## config.mk

```make
export PLATFORM = sky130hd
export DESIGN_NAME = kernel_out_serializer
export DESIGN_NICKNAME = d
export VERILOG_FILES = /design/src/rtl/kernel_out_pkg.sv /design/src/rtl/out_word_fifo.sv /design/src/rtl/kernel_out_serializer.sv
export SDC_FILE = /design/constraint.sdc
export NUM_CORES = 1
export LEC_CHECK = 0
export CORE_MARGIN = 4
export CORE_UTILIZATION = 55
export CTS_BUF_LIST = sky130_fd_sc_hd__clkbuf_2 sky130_fd_sc_hd__clkbuf_4 sky130_fd_sc_hd__clkbuf_8
export CTS_CLUSTER_SIZE = 20
export DETAILED_ROUTE_END_ITERATION = 7
export PLACE_DENSITY = 0.75
export SETUP_SLACK_MARGIN = 0.5
export SLEW_MARGIN = 25
export SYNTH_ARGS = -nofsm -noshare
export SYNTH_HDL_FRONTEND = slang
export SYNTH_SLANG_ARGS = --single-unit
```

## constraint.sdc

```tcl
create_clock -name ap_clk -period 6.95 [get_ports ap_clk]
set_input_delay 1.39 -clock ap_clk [delete_from_list [all_inputs] [get_ports ap_clk]]
set_output_delay 1.39 -clock ap_clk [all_outputs]
set_load 0.03 [all_outputs]
```

## src/rtl/kernel_out_pkg.sv

```systemverilog
`default_nettype none
// ============================================================================
// Module  : kernel_out_pkg
// Purpose : Shared tags, nibble width and FSM state type for the serializer.
// Revision: 1.0
// ============================================================================
package kernel_out_pkg;

    localparam int         NIB_W   = 4;
    localparam logic [3:0] TAG_CH0 = 4'hA;
    localparam logic [3:0] TAG_CH1 = 4'h5;

    typedef enum logic [1:0] {
        S_IDLE = 2'd0,
        S_TAG  = 2'd1,
        S_DATA = 2'd2
    } state_t;

    function automatic logic [3:0] tag_of(input logic ch);
        return ch ? TAG_CH1 : TAG_CH0;
    endfunction

endpackage
`default_nettype wire

```

## src/rtl/out_word_fifo.sv

```systemverilog
`default_nettype none
// ============================================================================
// Module  : out_word_fifo
// Purpose : Small synchronous FIFO; no fall-through, full/empty from count.
// Revision: 1.0
// ============================================================================
module out_word_fifo #(
    parameter int DW    = 32,
    parameter int DEPTH = 4
) (
    input  logic                       clk,
    input  logic                       rst,
    input  logic                       wr_en,
    input  logic [DW-1:0]              din,
    input  logic                       rd_en,
    output logic [DW-1:0]              dout,
    output logic                       empty,
    output logic                       full,
    output logic [$clog2(DEPTH):0]     count
);

    localparam int AW = $clog2(DEPTH);

    logic [DW-1:0] mem [DEPTH];
    logic [AW-1:0] wr_ptr;
    logic [AW-1:0] rd_ptr;
    logic [AW:0]   count_q;
    logic          wr_ok;
    logic          rd_ok;

    assign empty = (count_q == '0);
    assign full  = (count_q == (AW+1)'(DEPTH));
    assign count = count_q;
    assign dout  = mem[rd_ptr];

    // Both strobes qualify on the registered count, so a pop never frees
    // room for a write in the same cycle and a fresh word is not poppable.
    assign wr_ok = wr_en && !full;
    assign rd_ok = rd_en && !empty;

    always_ff @(posedge clk) begin
        if (wr_ok) begin
            mem[wr_ptr] <= din;
        end
    end

    always_ff @(posedge clk or posedge rst) begin
        if (rst) begin
            wr_ptr  <= '0;
            rd_ptr  <= '0;
            count_q <= '0;
        end else begin
            if (wr_ok) wr_ptr <= wr_ptr + 1'b1;
            if (rd_ok) rd_ptr <= rd_ptr + 1'b1;
            case ({wr_ok, rd_ok})
                2'b10:   count_q <= count_q + 1'b1;
                2'b01:   count_q <= count_q - 1'b1;
                default: count_q <= count_q;
            endcase
        end
    end

endmodule
`default_nettype wire

```

## src/rtl/kernel_out_serializer.sv

```systemverilog
`default_nettype none
// ============================================================================
// Module  : kernel_out_serializer
// Purpose : Buffers two kernel output streams, round-robin arbitrates, and
//           emits each word as a tag nibble plus LSB-first data nibbles.
// Revision: 1.0
// ============================================================================
module kernel_out_serializer
    import kernel_out_pkg::*;
#(
    parameter int DW    = 32,
    parameter int DEPTH = 4
) (
    input  logic          ap_clk,
    input  logic          ap_rst,
    input  logic [DW-1:0] C_out_0_din,
    input  logic          C_out_0_write,
    output logic          C_out_0_full_n,
    input  logic [DW-1:0] C_out_1_din,
    input  logic          C_out_1_write,
    output logic          C_out_1_full_n,
    output logic [3:0]    data_out,
    output logic          data_valid,
    output logic          probe_out
);

    localparam int CW    = $clog2(DEPTH) + 1;
    localparam int NIBS  = DW / NIB_W;
    localparam int NCW   = (NIBS > 1) ? $clog2(NIBS) : 1;
    localparam logic [NCW-1:0] LAST_NIB = NCW'(NIBS - 1);

    logic [DW-1:0]  dout0, dout1;
    logic           empty0, empty1, full0, full1;
    logic [CW-1:0]  count0, count1;
    logic           pop0, pop1;

    state_t         state, next_state;
    logic [DW-1:0]  shift_q;
    logic [NCW-1:0] nib_cnt;
    logic           cur_ch;
    logic           last_grant;
    logic [3:0]     data_q;
    logic           valid_q;
    logic           par_q;

    logic           pick1, fire, arb_en;

    out_word_fifo #(.DW(DW), .DEPTH(DEPTH)) u_fifo0 (
        .clk   (ap_clk),
        .rst   (ap_rst),
        .wr_en (C_out_0_write && !full0),
        .din   (C_out_0_din),
        .rd_en (pop0),
        .dout  (dout0),
        .empty (empty0),
        .full  (full0),
        .count (count0)
    );

    out_word_fifo #(.DW(DW), .DEPTH(DEPTH)) u_fifo1 (
        .clk   (ap_clk),
        .rst   (ap_rst),
        .wr_en (C_out_1_write && !full1),
        .din   (C_out_1_din),
        .rd_en (pop1),
        .dout  (dout1),
        .empty (empty1),
        .full  (full1),
        .count (count1)
    );

    assign C_out_0_full_n = (count0 != CW'(DEPTH));
    assign C_out_1_full_n = (count1 != CW'(DEPTH));

    always_ff @(posedge ap_clk or posedge ap_rst) begin
        if (ap_rst) state <= S_IDLE;
        else        state <= next_state;
    end

    // Arbitration happens in IDLE and on the last data nibble, which lets
    // consecutive frames abut with no gap on data_valid.
    always_comb begin
        next_state = state;
        arb_en     = 1'b0;
        pick1      = !empty1 && (empty0 || !last_grant);
        case (state)
            S_IDLE: arb_en = 1'b1;
            S_TAG:  next_state = S_DATA;
            S_DATA: begin
                if (nib_cnt == LAST_NIB) begin
                    arb_en     = 1'b1;
                    next_state = S_IDLE;
                end
            end
            default: next_state = S_IDLE;
        endcase
        fire = arb_en && (!empty0 || !empty1);
        if (fire) next_state = S_TAG;
        pop1 = fire && pick1;
        pop0 = fire && !pick1;
    end

    always_ff @(posedge ap_clk or posedge ap_rst) begin
        if (ap_rst) begin
            shift_q    <= '0;
            nib_cnt    <= '0;
            cur_ch     <= 1'b0;
            last_grant <= 1'b0;
            data_q     <= '0;
            valid_q    <= 1'b0;
            par_q      <= 1'b0;
        end else begin
            if (fire) begin
                shift_q    <= pick1 ? dout1 : dout0;
                cur_ch     <= pick1;
                last_grant <= pick1;
            end else if (state == S_DATA) begin
                shift_q <= shift_q >> NIB_W;
            end

            if (state == S_TAG)       nib_cnt <= '0;
            else if (state == S_DATA) nib_cnt <= nib_cnt + 1'b1;

            valid_q <= (state == S_TAG) || (state == S_DATA);
            case (state)
                S_TAG:   data_q <= tag_of(cur_ch);
                S_DATA:  data_q <= shift_q[NIB_W-1:0];
                default: data_q <= '0;
            endcase

            if (valid_q) par_q <= par_q ^ (^data_q);
        end
    end

    assign data_out   = data_q;
    assign data_valid = valid_q;
    assign probe_out  = par_q;

endmodule
`default_nettype wire
```

; After elaboration in Yosys (flattened, before gate mapping)
; Memory sizes are Yosys's and may differ from the RTL's.
; Index checks and enable logic that the tools add are counted.
[op_classes]
n_addsub = 9
eq_ne = 13
muxes = 18
bitwise = 1
reduce_logical = 28
[op_table]
columns = op, n
row1 = $mux 32, 3
row2 = $pmux 3 s2, 2
row3 = $logic_and 1x1->1, 10
row4 = $add 3x1->3 const B, 3
row5 = $eq 3x3->1 const B, 3
row6 = $ne 3x3->1 const B, 3
row7 = $add 2x1->2 const B, 4
row8 = $pmux 4 s2, 1
row9 = $reduce_bool 2->1, 4
row10 = $eq 2x1->1 const B, 3
row11 = $eq 2x2->1 const B, 3
row12 = $logic_not 1->1, 6
row13 = $logic_not 3->1, 2
row14 = $mux 3, 2
row15 = $pmux 2 s3, 1
row16 = $sub 3x1->3 const B, 2
row17 = $mux 1, 5
row18 = $mux 2, 2
row19 = $mux 4, 1
row20 = $reduce_xor 4->1, 1
row21 = $logic_or 1x1->1, 3
row22 = $logic_not 2->1, 1
row23 = $ne 2x2->1 const B, 1
row24 = $pmux 1 s2, 1
row25 = other kinds (2), 2
[word_totals]
ff_bits = 58
ramBits = 256
in_bits = 68
out_inout_bits = 8
elab_cells = 84
n_memories = 2
[memory_table]
columns = name, words, width, read_ports, rd_clocked_by_memory_dff, write_ports, line
row1 = u_fifo0.mem, 4, 32, 1, 0, 1, out_word_fifo.sv:24  ; logic [DW-1:0] mem [DEPTH];
row2 = u_fifo1.mem, 4, 32, 1, 0, 1, out_word_fifo.sv:24

; Longest topological paths before layout
; Gate-level depths: netlist of the first run.
[depth]
depth_word = 8
ltp_mapped = 13
ltp_nobuf = 10

; By module
; Synthesis of the first run repeated with hierarchy kept, for this count alone.
[unflattened]
cells_unflattened = 648
area_unflattened_um2 = 12565.8
[modules_own_cells]
columns = mod, n_inst, cells_each, area_each_um2, seq_area_each_um2
row1 = out_word_fifo, 2, 206, 5094.9, 4018.9
row2 = kernel_out_serializer, 1, 236, 2376.0, 1101.1

; Worst setup path before layout of the first run
; No wires, ideal clock.
[synth_path]
path_type = input-to-reg
start = input port C_out_1_write
end = register u_fifo1.count_q[2] (netlist: u_fifo1.count[2])
setup_ns = 0.079
t_arrival_ns = 2.551
t_required_ns = 6.871
setup_slack_ns = 4.320
stages = 8
path_buffers = 0
cell_sequence = and2_1 > inv_1 > ha_1 > inv_1 > fa_1 > xor2_1 > nor2_1 > xor2_1
[synth_between]
elab_chain_len = 4
elab_cells_between_ends = 6
classes_between = eq/ne: 2 / mux: 1 / reduce/logical: 3
[synth_rtl]
columns = element, line
row1 = start: declaration, kernel_out_serializer.sv:20  ; input logic C_out_1_write,
row2 = $logic_and 1x1->1 *, kernel_out_serializer.sv:63  ; .wr_en (C_out_1_write && !full1),
row3 = $logic_and 1x1->1 *, out_word_fifo.sv:38  ; assign wr_ok = wr_en && !full;
row4 = $eq 2x1->1 / $eq 2x2->1 (equally long branches), out_word_fifo.sv:55  ; case ({wr_ok, rd_ok})
row5 = $pmux 3 s2 / $reduce_bool 2->1 (equally long branches), -
row6 = end signal: assignment, out_word_fifo.sv:56  ; 2'b10: count_q <= count_q + 1'b1;
row7 = end signal: assignment, out_word_fifo.sv:57  ; 2'b01: count_q <= count_q - 1'b1;
row8 = end signal: assignment, out_word_fifo.sv:58  ; default: count_q <= count_q;
row9 = end: declaration, out_word_fifo.sv:27  ; logic [AW:0] count_q;
; Mark *: on every way between the ends. The rest lies on a longest branch, timed or not.
; A chain may end at the register's enable or synchronous reset.

; Worst setup path after layout of the first run
[layout_path]
start = register u_fifo1.count_q[0] (netlist: u_fifo1.count[0])
end = output port C_out_1_full_n
[layout_between]
elab_chain_len = 1
[layout_rtl]
columns = element, line
row1 = $ne 3x3->1, kernel_out_serializer.sv:73  ; assign C_out_1_full_n = (count1 != CW'(DEPTH));
row2 = end: declaration, kernel_out_serializer.sv:21  ; output logic C_out_1_full_n,
; Every way passes these cells.

==> results.json, run 1 <==
{
  "outcome": "finished, violations left",
  "violations": "DRC",
  "pre_cts_slack_ns": 3.66,
  "synth_top_area_cell": "edfxtp_1",
  "htree_num_levels": 2,
  "grt_max_degree": 61,
  "required_ns": 5.56,
  "grt_util_all_layers": 0.189,
  "fin_worst_skew_ns": 0.0186,
  "dieArea_sq_mm": 0.0246,
  "p_leak_nw": 4.93,
  "routabilityCongestion": 0.752,
  "slew_violations": 0,
  "io_pins": 76,
  "fin_setup_tns_ns": 0,
  "slew_headroom": 0.464,
  "fin_ws_ns": 3.59,
  "cp_max_fo": 6,
  "fin_crit_sh": 0.484,
  "drtIter0Drc": 676,
  "fmax_ghz": 0.297,
  "synth.cell_area_sq_mm": 0.0122,
  "antenna_found_initial": 0,
  "syn-num-nets": 707,
  "worstPathArrival_ns": 1.97,
  "viasPerCell": 5.82,
  "hold_path_class": "reg2reg",
  "rsz0062_at_grt": "false",
  "cts_setup_buffers": 0,
  "finalHoldViolCount": 0,
  "synth_top_area_frac": 0.631,
  "slowest_stage": "clkdlybuf4s50_1",
  "clk_latency_ns": 0.54,
  "path_cells": "inv_1 > nand3_1 > clkdlybuf4s50_1",
  "dpl.hpwl_microns": 14100,
  "hold_buffers": 0,
  "critical_path_depth": 3,
  "syn_to_final_growth_pct": 16.2,
  "r2r_cells": 10,
  "crit_buf_inv": 2,
  "drc": 12,
  "ys_ff_latch": 314,
  "chipWidth_microns": 157,
  "ir_worst_vdd_uv": 213,
  "layout.nets": 810,
  "overflow": 0,
  "synthDistinctLibCells": 36,
  "drtPass1Iterations": 8,
  "async_flop_share": 0.185,
  "dp.cells": 956,
  "crit_path_start_kind": "flip-flop",
  "drive_gt1_frac": 0.221,
  "synth_flop_cell": "edfxtp_1",
  "io_buffers": 75,
  "ys_seq_area_frac": 0.750,
  "synth_edf_count": 256,
  "wirelength_microns": 22500,
  "grt_pass1_wl_microns": 35300,
  "drtAntennaViolNets": 0,
  "post-route-min-period_ns": 3.36,
  "synthCells": 622,
  "cts.repair.resized": 0,
  "grt_pass1_vias": 6400,
  "cts_tree": "built",
  "power_density_mw_per_mm2": 444,
  "cts-root-buf": "clkbuf_8",
  "initial_core_util": 0.558,
  "worstMarginPinSlew_ns": 0.801,
  "fin_util": 0.649,
  "cts_sinks": 314,
  "synth_area_leaders": "edfxtp_1 63%, dfrtp_1 12%, mux4_2 12%",
  "path_clk_slew_ns": 0.06,
  "vias": 6045,
  "die_h_microns": 157,
  "num_antenna_cells": 0,
  "path_delay_family": "buffers and inverters",
  "num_rows": 54,
  "timing_worst_setup_path_type": "reg2out",
  "drv_cap": 0,
  "ys_warn_count": 0,
  "coreArea_sq_mm": 0.0218,
  "min_path_cells": 1,
  "layout.cells.non_filler": 1039,
  "routedWlPerCell_microns": 21.6,
  "clockBufferDepth": 3,
  "syn_avg_cell_area_sq_um": 19.6,
  "cts_made_buffers": 47,
  "setup_viol": 0,
  "slowest_delay_ns": 0.73,
  "endpoint_kind": "output port"
}
==> flip-flops by register name, summed over array words and instances (netlist names) <==
register,cells
u_fifo0.mem,128
state,2
u_fifo0.count,3
u_fifo1.count,3
probe_out,1
u_fifo1.wr_ptr,2
u_fifo0.rd_ptr,2
u_fifo1.rd_ptr,2
nib_cnt,3
u_fifo0.wr_ptr,2
data_out,4
u_fifo1.mem,128
shift_q,32
data_valid,1
last_grant,1
==> final timing paths <==
| check | from | slack, ns | to |
|---|---|---|---|
| min | probe_out$_DFFE_PP0P_ | 0.47 | probe_out$_DFFE_PP0P_ |
| max reg2reg | state[0]$_DFFE_PP0P_ | 3.88 | u_fifo0.count[2]$_DFFE_PP0P_ |
| max | u_fifo1.count[0]$_DFFE_PP0P_ | 3.59 | C_out_1_full_n |
| max in group asynchronous | ap_rst | 5.00 | u_fifo0.rd_ptr[0]$_DFFE_PP0P_ |
| min in group asynchronous | ap_rst | 1.37 | u_fifo1.wr_ptr[0]$_DFFE_PP0P_ |
| min reg2reg | probe_out$_DFFE_PP0P_ | 0.47 | probe_out$_DFFE_PP0P_ |
==> power breakdown <==
group | switching (mW) | internal, mW
Sequential | 0.270 | 2.56
Clock | 0.639 | 0.842
Combinational | 1.08 | 0.896
Total | 1.99 | 4.30
==> routing by layer <==
layer	vias up	part of all wire	global-route usage
met5	-	0	0
met4	0	0.024	0.0636
met3	30	0.052	0.0362
met2	184	0.53	0.322
met1	3118	0.39	0.248
li1	2713	-	-
==> metrics by stage <==
stage | total power [mW] | area [sq um] | hold WS [ns]
finish | 6.29 | 14200 | 0.472
global route | 6.65 | 14200 | 0.516
CTS | 6.37 | 14200 | 0.480
detailed placement | 4.87 | 13200 | 0.472
global placement | 4.75 | 13200 | 0.460
floorplan | 4.29 | 12200 | 0.485
==> kinds of logic (layout without fill, tap and decap cells) <==
family | after synthesis | in the layout | synth area share
compound gates | 81 | 81 | 0.0490
xor+xnor | 16 | 16 | 0.0115
fa+ha+maj | 17 | 17 | 0.0187
buf+inv | 56 | 193 | 0.0220
flops | 314 | 314 | 0.750
mux | 69 | 69 | 0.123
simple gates | 69 | 69 | 0.0259
==> placed cells by master (no fill, tap or decap), types with 2 or more instances in the layout <==
cell,instances
inv_1,20
mux4_2,64
clkinv_2,2
o21ai_0,9
and2_1,2
nand2_1,13
buf_4,14
nor2_1,35
mux2_2,4
clkbuf_4,25
a21oi_1,27
dfrtp_1,56
edfxtp_1,256
xnor2_1,9
xor2_1,7
fa_1,2
a222oi_1,27
nand3b_1,2
a21boi_0,5
and3_1,10
clkinv_1,4
clkbuf_8,51
clkdlybuf4s50_1,75
nand3_1,2
a22oi_1,5
ha_1,15
==> final cells by class <==
type | count | area, sq um
clock buffer | 76 | 890
clock inverter | 7 | 55.1
fill | 1460 | 7660
inverter | 21 | 78.8
multi-input combinational | 252 | 2790
sequential | 314 | 9140
tap | 280 | 350
timing repair buffer | 89 | 856
==> cells in the mapped netlist, types with 4 or more instances <==
master	n
edfxtp_1	256
mux4_2	64
dfrtp_1	58
nor2_1	35
a21oi_1	28
a222oi_1	27
inv_1	21
clkbuf_1	16
ha_1	15
buf_2	13
nand2_1	13
and3_1	10
o21ai_0	9
xnor2_1	9
xor2_1	7
a21boi_0	5
a22oi_1	5
buf_6	5
mux2_2	4
Power figures use the tool's default switching activity.
==> run 2: changes to the inputs <==
==> constraint.sdc (replaced) <==
create_clock -name ap_clk -period 3.1 [get_ports ap_clk]
set_input_delay 0.62 -clock ap_clk [delete_from_list [all_inputs] [get_ports ap_clk]]
set_output_delay 0.62 -clock ap_clk [all_outputs]
set_load 0.03 [all_outputs]
==> run 2 against run 1 <==
The run now ends clean. Non-clock buffer count up 7. Total power up 130%. Combinational power up 130%. Worst hold slack worse by 0.043 ns.
==> results.json, run 2 (synthesized netlist as in run 1, its figures left out) <==
{
  "outcome": "complete, no violations",
  "endpoint_kind": "flip-flop",
  "grt_max_degree": 61,
  "p_switching_mw": 4.49,
  "finalHoldViolCount": 0,
  "routabilityCongestion": 0.814,
  "p_leak_nw": 5.01,
  "internal_power_mw": 9.80,
  "coreArea_sq_mm": 0.0218,
  "drtPass1Iterations": 8,
  "setup_viol": 0,
  "hold_buffers": 0,
  "drtIter0Drc": 659,
  "drtAntennaViolNets": 0,
  "cts_setup_buffers": 0,
  "vias": 6093,
  "routedWlPerCell_microns": 21.5,
  "cts-root-buf": "clkbuf_8",
  "layout.nets": 819,
  "ir_worst_vdd_uv": 427,
  "r2r-end": "u_fifo0.count[2]$_DFFE_PP0P_",
  "r2r_cells": 10,
  "die_h_microns": 157,
  "post-route-min-period_ns": 2.41,
  "htree_num_levels": 2,
  "power_mw": 14.3,
  "placed_area_sq_mm": 0.0133,
  "ff2ff_setup_slack_ns": 0.69,
  "grt_pass1_wl_microns": 35800,
  "dpl.hpwl_microns": 14200,
  "layout_common_cells": "256 x edfxtp_1, 73 x clkdlybuf4s50_1, 64 x mux4_2",
  "num_rows": 54,
  "fin_worst_skew_ns": 0.0196,
  "path_clk_slew_ns": 0.06,
  "fmax_ghz": 0.415,
  "grt_util_all_layers": 0.190,
  "cts_tree": "built",
  "cp_max_fo": 9,
  "slew_headroom": 0.501,
  "drc": 0,
  "reg_top3": "u_fifo0.mem: 128 flops, u_fifo1.mem: 128 flops, shift_q: 32 flops",
  "worstPathArrival_ns": 2.89,
  "overflow": 0,
  "initial_core_util": 0.558,
  "worstMarginPinSlew_ns": 0.746,
  "design_area_sq_mm": 0.0143,
  "rsz0062_at_grt": "false",
  "dieArea_sq_mm": 0.0246,
  "clk_latency_ns": 0.55,
  "fin_setup_tns_ns": 0,
  "chipWidth_microns": 157,
  "r2r_start": "state[0]$_DFFE_PP0P_",
  "grt_pass1_vias": 6712,
  "num_antenna_cells": 0,
  "power_density_mw_per_mm2": 1000,
  "slew_violations": 0,
  "layout_commonest_cell": "edfxtp_1",
  "clockBufferDepth": 3,
  "required_ns": 3.57,
  "hold_path_class": "in2async",
  "antenna_found_initial": 0,
  "power_frac_seq": 0.438,
  "clkPwrFrac": 0.240,
  "cts_made_buffers": 49,
  "drv_cap": 0,
  "drive_gt1_frac": 0.229,
  "io_buffers": 75,
  "cts_sinks": 314,
  "viasPerCell": 5.79,
  "timing_worst_setup_path_type": "reg2reg",
  "fin_crit_sh": 0.778,
  "syn_to_final_growth_pct": 17.3,
  "crit_path_start_kind": "flip-flop",
  "wirelength_microns": 22600,
  "dp.cells": 963,
  "layout.cells.non_filler": 1053,
  "io_pins": 76,
  "power_frac_comb": 0.322,
  "swShare": 0.314
}
## run 2: worst max-delay path by stage
stage                         start                      endpoint  slack [ns]  cells after the start
6_report       state[0]$_DFFE_PP0P_  u_fifo0.count[2]$_DFFE_PP0P_        0.69                     10
5_1_grt        state[0]$_DFFE_PP0P_  u_fifo1.count[2]$_DFFE_PP0P_        0.54                     10
4_1_cts        state[0]$_DFFE_PP0P_  u_fifo0.count[2]$_DFFE_PP0P_        0.61                     10
3_5_place_dp          C_out_0_write  u_fifo0.count[2]$_DFFE_PP0P_        0.61                      9
3_3_place_gp          C_out_0_write  u_fifo0.count[2]$_DFFE_PP0P_        0.70                      9
2_1_floorplan  state[0]$_DFFE_PP0P_  u_fifo1.count[2]$_DFFE_PP0P_        0.59                     13
## run 2: metrics by stage
step                      worst slack [ns]  hold slack (ns)   util
after global placement               0.699            0.462  0.609
after global routing                 0.537            0.443  0.655
after CTS                            0.614            0.410  0.655
after detailed placement             0.609            0.470  0.609
final                                0.689            0.429  0.655
after floorplan                      0.590            0.485      -
## run 2: cell type report
| type | count | area, sq um |
|---|---|---|
| Timing Repair Buffer | 96 | 931 |
| Fill cell | 1421 | 7530 |
| Clock buffer | 76 | 915 |
| Tap cell | 280 | 350 |
| Clock inverter | 14 | 87.6 |
| Inverter | 21 | 78.8 |
| Multi-Input combinational cell | 252 | 2790 |
| Sequential cell | 314 | 9140 |
## run 2: metal layers
layer  routed length, microns  part of all wire  GRT usage
met3                     1070             0.047     0.0365
met4                      619             0.027     0.0603
met5                        0                 0          0
met1                     8820              0.39      0.239
met2                    12100              0.54      0.338
## run 2: power by group through the flow
stage	registers, mW	clock network, mW	logic, mW
5_1_grt	6.36	3.73	5.05
4_1_cts	6.26	3.51	4.69
3_3_place_gp	6.25	0	4.52
3_5_place_dp	6.33	0	4.66
2_1_floorplan	6.17	0	3.45
6_report	6.25	3.43	4.60
## run 2: what timing repair did
action / 4_1_cts / 5_1_grt
resized for setup: 2 / 1
setup endpoints to repair: 2 / 1
gates cloned: 0 / 0
## run 2: critical path, stage by stage, from the launching register on
cell,delay [ns]
dfrtp_1,0.40
inv_1,0.10
ha_2,0.27
a21o_1,0.27
o211a_1,0.24
ha_1,0.20
inv_1,0.07
fa_1,0.38
xor2_1,0.15
nor2_1,0.13
xor2_1,0.15
==> run 3: changes to the inputs <==
--- a/config.mk
+++ b/config.mk
@@ -10,7 +10,7 @@
 export CTS_BUF_LIST = sky130_fd_sc_hd__clkbuf_2 sky130_fd_sc_hd__clkbuf_4 sky130_fd_sc_hd__clkbuf_8
 export CTS_CLUSTER_SIZE = 20
 export DETAILED_ROUTE_END_ITERATION = 7
-export PLACE_DENSITY = 0.75
+export PLACE_DENSITY = 0.78
 export SETUP_SLACK_MARGIN = 0.5
 export SLEW_MARGIN = 25
 export SYNTH_ARGS = -nofsm -noshare
==> constraint.sdc (replaced) <==
create_clock -name ap_clk -period 1.96 [get_ports ap_clk]
set_input_delay 0.392 -clock ap_clk [delete_from_list [all_inputs] [get_ports ap_clk]]
set_output_delay 0.392 -clock ap_clk [all_outputs]
set_load 0.03 [all_outputs]
==> run 3 against run 2 <==
The run now ends with setup timing left. Maximum frequency grew 14%. Clock-buffer cell count shrank 5. Via count grew 16%. Register-to-register slack lost 0.84 ns. Core utilization grew 7.0 points. Largest power group is now combinational logic. Highest routed layer unchanged.
==> results.json, run 3 (synthesized netlist as in run 1, its figures left out) <==
{
  "r2r-end": "u_fifo1.count[2]$_DFFE_PP0P_",
  "cp_max_fo": 3,
  "path_cells": "ha_2 > ha_4 > a21o_4 > and3_4 > ha_4 > inv_2 > fa_2 > xor2_1 > nor2_1 > xor2_1",
  "routedWlPerCell_microns": 25.9,
  "drtPass1Iterations": 7,
  "syn_to_final_growth_pct": 29.8,
  "pre_cts_slack_ns": -0.189,
  "r2r_cells": 10,
  "fin_worst_skew_ns": 0.0215,
  "worstMarginPinSlew_ns": 0.412,
  "path_clk_slew_ns": 0.07,
  "fillCellCount": 1205,
  "wirelength_microns": 29300,
  "post-route-min-period_ns": 2.11,
  "swShare": 0.331,
  "grt_pass1_vias": 7412,
  "worstPathArrival_ns": 2.57,
  "setup_viol": 16,
  "path_delay_family": "adder cells",
  "rsz0062_at_grt": "true",
  "crit_path_start_kind": "flip-flop",
  "initial_core_util": 0.558,
  "violations": "setup timing",
  "crit_buf_inv": 1,
  "r2r_start": "nib_cnt[1]$_DFFE_PP0P_",
  "dieArea_sq_mm": 0.0246,
  "clockBufferDepth": 3,
  "slowest_stage": "dfrtp_1",
  "p_leak_nw": 5.63,
  "slew_violations": 0,
  "endpoint_kind": "flip-flop",
  "slowest_delay_ns": 0.36,
  "power_frac_comb": 0.421,
  "clk_latency_ns": 0.55,
  "drive_gt1_frac": 0.361,
  "htree_num_levels": 2,
  "design_area_sq_mm": 0.0158,
  "ff2ff_setup_slack_ns": -0.15,
  "drc": 0,
  "dpl.hpwl_microns": 16300,
  "ir_worst_vdd_uv": 845,
  "internal_power_mw": 17.6,
  "grt_util_all_layers": 0.233,
  "fin_ws_ns": -0.155,
  "routabilityCongestion": 0.765,
  "fin_setup_tns_ns": -0.675,
  "num_antenna_cells": 0,
  "slew_headroom": 0.725,
  "viasPerCell": 6.26,
  "power_frac_seq": 0.377,
  "io_pins": 76,
  "layout.nets": 898,
  "cts-root-buf": "clkbuf_8",
  "placed_area_sq_mm": 0.0139,
  "die_h_microns": 157,
  "vias": 7070,
  "layout_common_cells": "256 x edfxtp_1, 67 x clkdlybuf4s50_1, 64 x mux4_2",
  "cts_tree": "built",
  "clkPwrFrac": 0.201,
  "layout_commonest_cell": "edfxtp_1",
  "io_buffers": 75,
  "power_mw": 26.4,
  "hold_buffers": 0,
  "finalHoldViolCount": 0,
  "drtIter0Drc": 922,
  "grt_pass1_wl_microns": 42700,
  "hold_path_class": "in2async",
  "required_ns": 2.41,
  "timing_worst_setup_path_type": "reg2reg",
  "cts_made_buffers": 47,
  "overflow": 0,
  "num_rows": 54,
  "power_density_mw_per_mm2": 1670,
  "chipWidth_microns": 157,
  "outcome": "finished, violations left",
  "fmax_ghz": 0.473,
  "reg_top3": "u_fifo0.mem: 128 flops, u_fifo1.mem: 128 flops, shift_q: 32 flops",
  "antenna_found_initial": 0,
  "p_switching_mw": 8.74,
  "dp.cells": 994,
  "drtAntennaViolNets": 0,
  "grt_max_degree": 34,
  "drv_cap": 0,
  "cts_sinks": 314,
  "fin_crit_sh": 1.08,
  "coreArea_sq_mm": 0.0218,
  "layout.cells.non_filler": 1130
}
[run 3: routing by layer]
layer	vias to the layer above	track usage	wire length, microns
met5	-	0	0
met4	0	0.100	908
met3	63	0.0454	2230
met2	431	0.396	15400
met1	3668	0.294	10800
li1	2908	-	-
[run 3: final cells by class]
class / instances / area (sq um) / share of cell area
Sequential cell: 314 / 9140 / 0.578
Clock inverter: 15 / 78.8 / 0.00498
Timing Repair Buffer: 175 / 2220 / 0.140
Clock buffer: 71 / 883 / 0.0559
Tap cell: 280 / 350 / 0.0222
Inverter: 21 / 82.6 / 0.00522
Multi-Input combinational cell: 254 / 3060 / 0.193
[run 3: through the flow]
stage	utilization	hold WS, ns
2_1_floorplan	-	0.485
3_3_place_gp	0.638	0.462
3_5_place_dp	0.638	0.479
4_1_cts	0.710	0.154
5_1_grt	0.725	0.167
6_report	0.725	0.166
[run 3: repair_timing]
action                     4_1_cts  5_1_grt
resized for setup               90       26
setup buffers                   18       15
hold endpoints to repair         0        0
cloned                          11        6
setup endpoints to repair      146      295
pin swaps                       42       17
[run 3: power by group through the flow]
stage	clock [mW]	combinational (mW)	sequential (mW)
3_3_place_gp	0	8.40	9.78
6_report	5.31	11.1	9.95
4_1_cts	5.35	10.2	9.83
2_1_floorplan	0	5.82	9.74
5_1_grt	5.74	11.7	10.0
3_5_place_dp	0	8.70	9.92
[run 3: worst max-delay path by stage]
stage / cells after the start / start / end / slack, ns
2_1_floorplan: 13 / state[0]$_DFFE_PP0P_ / u_fifo1.count[2]$_DFFE_PP0P_ / -0.25
3_3_place_gp: 9 / C_out_0_write / u_fifo0.count[2]$_DFFE_PP0P_ / -0.11
3_5_place_dp: 9 / C_out_1_write / u_fifo1.count[2]$_DFFE_PP0P_ / -0.19
4_1_cts: 10 / nib_cnt[0]$_DFFE_PP0P_ / u_fifo1.count[2]$_DFFE_PP0P_ / -0.11
5_1_grt: 8 / u_fifo0.count[0]$_DFFE_PP0P_ / u_fifo1.count[2]$_DFFE_PP0P_ / -0.22
6_report: 10 / nib_cnt[1]$_DFFE_PP0P_ / u_fifo1.count[2]$_DFFE_PP0P_ / -0.15
